[src/rtl/uart_receiver.sv]
// 8N1 UART receiver with a one-entry holding register and a valid/ready consumer handshake.
// Frame and overrun errors are reported as single-cycle pulses.
module uart_receiver #(
  parameter int unsigned ClockFreq = 50_000_000,
  parameter int unsigned BaudRate  = 115_200
) (
  input  logic       Clock,
  input  logic       Reset,
  input  logic       SIn,
  output logic [7:0] DataOut,
  output logic       DataOutValid,
  input  logic       DataOutReady,
  output logic       FrameError,
  output logic       Overrun,
  output logic       Busy
);

  localparam int unsigned SymbolEdgeTime = ClockFreq / BaudRate;
  localparam int unsigned SampleTime     = SymbolEdgeTime / 2;
  localparam int unsigned CntW           = (SymbolEdgeTime > 1) ? $clog2(SymbolEdgeTime) : 1;
  localparam logic [CntW-1:0] SampleLast = CntW'(SampleTime - 1);
  localparam logic [CntW-1:0] SymbolLast = CntW'(SymbolEdgeTime - 1);

  localparam logic [2:0] IDLE  = 3'd0;
  localparam logic [2:0] START = 3'd1;
  localparam logic [2:0] DATA  = 3'd2;
  localparam logic [2:0] STOP  = 3'd3;
  localparam logic [2:0] BREAK = 3'd4;

  logic [2:0]      state_q, state_d;
  logic [CntW-1:0] cnt_q, cnt_d;
  logic [2:0]      bit_cnt_q, bit_cnt_d;
  logic [7:0]      shift_q, shift_d;
  logic [7:0]      data_q, data_d;
  logic            valid_q, valid_d;
  logic            fe_q, fe_d;
  logic            ov_q, ov_d;
  logic            busy_q, busy_d;
  logic            sin_meta_q, sin_s_q;
  logic            deliver;

  // State register, synchronizer and registered outputs.
  always_ff @(posedge Clock or posedge Reset) begin
    if (Reset) begin
      state_q    <= IDLE;
      cnt_q      <= '0;
      bit_cnt_q  <= '0;
      shift_q    <= '0;
      data_q     <= 8'h00;
      valid_q    <= 1'b0;
      fe_q       <= 1'b0;
      ov_q       <= 1'b0;
      busy_q     <= 1'b0;
      sin_meta_q <= 1'b1;
      sin_s_q    <= 1'b1;
    end else begin
      state_q    <= state_d;
      cnt_q      <= cnt_d;
      bit_cnt_q  <= bit_cnt_d;
      shift_q    <= shift_d;
      data_q     <= data_d;
      valid_q    <= valid_d;
      fe_q       <= fe_d;
      ov_q       <= ov_d;
      busy_q     <= busy_d;
      sin_meta_q <= SIn;
      sin_s_q    <= sin_meta_q;
    end
  end

  // Next-state, framing and holding-register logic.
  always_comb begin
    state_d   = state_q;
    cnt_d     = cnt_q + CntW'(1);
    bit_cnt_d = bit_cnt_q;
    shift_d   = shift_q;
    data_d    = data_q;
    valid_d   = valid_q;
    fe_d      = 1'b0;
    ov_d      = 1'b0;
    deliver   = 1'b0;

    if (valid_q && DataOutReady) valid_d = 1'b0;

    case (state_q)
      IDLE: begin
        cnt_d = '0;
        if (!sin_s_q) state_d = START;
      end
      START: begin
        if (cnt_q == SampleLast) begin
          cnt_d   = '0;
          state_d = sin_s_q ? IDLE : DATA;
        end
      end
      DATA: begin
        if (cnt_q == SymbolLast) begin
          cnt_d     = '0;
          shift_d   = {sin_s_q, shift_q[7:1]};
          bit_cnt_d = bit_cnt_q + 3'd1;
          if (bit_cnt_q == 3'd7) state_d = STOP;
        end
      end
      STOP: begin
        if (cnt_q == SymbolLast) begin
          cnt_d = '0;
          if (sin_s_q) begin
            deliver = 1'b1;
            state_d = IDLE;
          end else begin
            fe_d    = 1'b1;
            state_d = BREAK;
          end
        end
      end
      BREAK: begin
        cnt_d = '0;
        if (sin_s_q) state_d = IDLE;
      end
      default: begin
        cnt_d   = '0;
        state_d = IDLE;
      end
    endcase

    // A full, unconsumed holding register drops the new byte.
    if (deliver) begin
      if (valid_q && !DataOutReady) begin
        ov_d = 1'b1;
      end else begin
        data_d  = shift_q;
        valid_d = 1'b1;
      end
    end

    busy_d = (state_d != IDLE);
  end

  assign DataOut      = data_q;
  assign DataOutValid = valid_q;
  assign FrameError   = fe_q;
  assign Overrun      = ov_q;
  assign Busy         = busy_q;

endmodule
[config.mk]
export PLATFORM = sky130hd
export DESIGN_NAME = uart_receiver
export DESIGN_NICKNAME = d
export VERILOG_FILES = /design/src/rtl/uart_receiver.sv
export SDC_FILE = /design/constraint.sdc
export NUM_CORES = 1
export LEC_CHECK = 0
export CORE_ASPECT_RATIO = 1.1
export CORE_UTILIZATION = 30
export DETAILED_ROUTE_END_ITERATION = 16
export PLACE_DENSITY = 0.53
export SLEW_MARGIN = 20
export SYNTH_ARGS = -nofsm -noshare
export SYNTH_HDL_FRONTEND = slang
export SYNTH_SLANG_ARGS = --single-unit
[constraint.sdc]
create_clock -name Clock -period 1.78 [get_ports Clock]
set_input_delay 0.178 -clock Clock [delete_from_list [all_inputs] [get_ports Clock]]
set_output_delay 0.178 -clock Clock [all_outputs]
set_load 0.005 [all_outputs]
==> metrics.txt <==
yosys warns=0; die width=roughly 71 µm; Async SR Flop Fraction=between 90% and 100%; CP Cell Sequence=inv_2 > ha_4 > nand4b_1 > buf_4 > nor4_4 > nand4b_1 > buf_6 > mux2_2; HPWL after DPL=about 2000 µm; post-layout util=approximately 43%; CP arrival=between 2 and 2.5 ns; CP max FO=8; Critical Path Most Common Cell=nand4b_1; Max-Cap Viols=0; worst r2r src=cnt_q[1]; register area=928 µm²; clock sinks=37; fillers=roughly 470; most frequent cell after synthesis=dfrtp_1; first-pass GRT wire length=between 5000 and 6000 µm; CP Launch Type=flip-flop; Tot Pwr=approximately 1700 µW; CTS tree=built; Antenna diodes=0; row count=27; DIE HEIGHT=78.2 µm; DRT Pass-1 Iters=9; drt wl/cell=approximately 13 µm; slowest stage cell, crit path=dfrtp_1; CTS H-tree lvls=2; Worst-Margin Slew=roughly 0.48 ns; Synth area leaders=dfrtp_1, mux2_2, ha_1; Primary FF master, synth=dfrtp_1; gr ovfl total=0; Bufs on Longest Clock Path=2; Via density=~4.8; Port Buffer Count=15; failing checks=DRC, setup timing; largest net degree at the start of global routing=38; Post-Synthesis Net Count=roughly 140; Placed Area=about 1900 µm²; Routed WL=2970 µm; post-synthesis register bit count=37; CTS buffer count=5; Fin. Hold Viols=0; fmax=543 MHz; WP data required=1.96 ns; Crit. End Element=flip-flop; Yosys cell types=27; power per cell area=slightly below 800 nW/µm²; Area Growth Syn to Fin=37.3%; fin crit share=104%; outcome=finished, violations left; DR iter-0 viols=15; final setup margin=-0.0626 ns; Finished Cell Area=about 2200 µm²; Clock transition at path regs=roughly 0.080 ns; R2R depth=8; Core ar.=roughly 5000 µm²; initial antenna violation count=0; Hold Path Class=primary input to asynchronous set/reset pin; Worst slew margin=about two thirds; overall routing resource usage=11.9%; worst reg-to-reg setup slack=-0.06 ns; Pleak=~0.0010 µW; via count=about 1,100; antenna viol nets, final=0; Die ar.=~5600 µm²; RSZ-0062 raised after global routing=yes; sequential share of the synthesized area=about 59%; fin crit period=1.84 ns; Worst path max stage delay=approximately 0.39 ns; reg-to-reg endpoint=DataOut[7]; Final setup viols=20; CTS Hold Buffers Added=0; VDD IR max=approximately 0.37 mV; Avg Inst Size Synth=about 12 µm²; CTS root buf=clkbuf_8; vias in the first global route=between 1,000 and 1,500; critical path class=flip-flop to flip-flop; TNS Setup=-0.741 ns; post-synthesis cell count=128; placer's final routability congestion estimate=around 0.83; IO Pins=16; nets@finish=around 180; initial cell density of the core=between 30% and 40%; synthesized area=approximately 1600 µm²; Post-synth EDFFs=0; fin. max-slew vios=0; Worst-Skew Late Latency=between 0.2 and 0.3 ns; skew final=between 0.007 and 0.008 ns; Synth top area share=between 50 and 60%; layout cells sized above 1=between 30% and 40%; synth cell count leaders=dfrtp_1, mux2_2, nor2_1; area occupied by multi-input gates=around 720 µm²; detailed-route DRC error count=2; Yosys top cell by area=dfrtp_1
[cells by family after synthesis]
group           share of synthesized area (%)
simple gates                             13.9
flops                                    58.6
mux                                      12.8
compound gates                           4.50
xor+xnor                                 4.42
buf+inv                                  1.89
fa+ha+maj                                3.95
[critical path: cells and delay by family, from the launching register on]
kind,cells,cell delay (ns)
and+or+nand+nor,3,0.53
buffers and inverters,3,0.43
adders and majority gates,1,0.12
DFF,1,0.39
muxes,1,0.26
[layout by cell type, fill, tap and decap left out, drive strengths merged]
| cell | instances |
|---|---|
| inv | 4 |
| ha | 5 |
| clkbuf | 5 |
| nand2 | 7 |
| nor2 | 15 |
| o21ai | 2 |
| clkinv | 1 |
| or3 | 3 |
| dfstp | 2 |
| nand4b | 2 |
| a32oi | 4 |
| o221ai | 1 |
| nor2b | 3 |
| or4b | 1 |
| dfrtp | 35 |
| bufinv | 2 |
| a21oi | 1 |
| mux2 | 18 |
| or4 | 1 |
| a21boi | 1 |
| nand2b | 3 |
| a31oi | 1 |
| buf | 19 |
| nor4 | 1 |
| xnor2 | 6 |
| clkdlybuf4s50 | 15 |
| xor2 | 2 |
| nand3 | 4 |
| nor3 | 3 |
[worst max path at each step]
stage                            end      from  cells past startpoint
after floorplan              Overrun  cnt_q[1]                      7
final                     DataOut[7]  cnt_q[1]                      8
after CTS                   cnt_q[1]  cnt_q[5]                      4
after global routing      DataOut[7]  cnt_q[1]                      8
after global placement       Overrun  cnt_q[1]                      6
after detailed placement     Overrun  cnt_q[1]                      6
[registers in the layout, summed over array words and instances (netlist names), 3 cells and up]
register	cells
shift_q	8
bit_cnt_q	3
DataOut	8
state_q	3
cnt_q	9
[area by class of cell]
| type | count | share of cell area, % |
|---|---|---|
| clock buffer | 5 | 3.16 |
| timing repair buffer | 34 | 14.0 |
| tap | 58 | 3.33 |
| inverter | 4 | 0.690 |
| sequential | 37 | 42.6 |
| clock inverter | 3 | 2.99 |
| multi-input combinational | 84 | 33.2 |
[metrics by stage]
stage	hold WS (ns)	setup WS, ns	std cells
2_1_floorplan	0.182	0.00866	128
3_3_place_gp	0.346	-0.0406	212
3_5_place_dp	0.350	-0.120	212
4_1_cts	0.289	-0.0411	220
5_1_grt	0.292	-0.126	225
6_report	0.297	-0.0626	225
[layer usage]
| layer | GRT usage, % | part of all wire (%) | vias to the layer above |
|---|---|---|---|
| met1 | 12.7 | 42 | 534 |
| li1 | - | - | 523 |
| met4 | 5.40 | 1.8 | 0 |
| met2 | 21.0 | 53 | 14 |
| met3 | 4.24 | 2.9 | 6 |
| met5 | 0 | 0 | - |
[timing repair]
| item | in CTS | in global routing |
|---|---|---|
| resized for setup | 4 | 15 |
| setup endpoints to repair | 30 | 31 |
| setup buffers | 0 | 3 |
| gates cloned | 0 | 2 |
| pin swaps | 0 | 6 |
[where the power goes]
group / leakage, µW / total [µW] / switching, µW / internal, µW
clock: 0.0000681 / 853 / 297 / 556
sequential: 0.000490 / 847 / 2.30 / 844
combinational: 0.000448 / 26.6 / 17.8 / 8.77
Power figures use the tool's default switching activity.
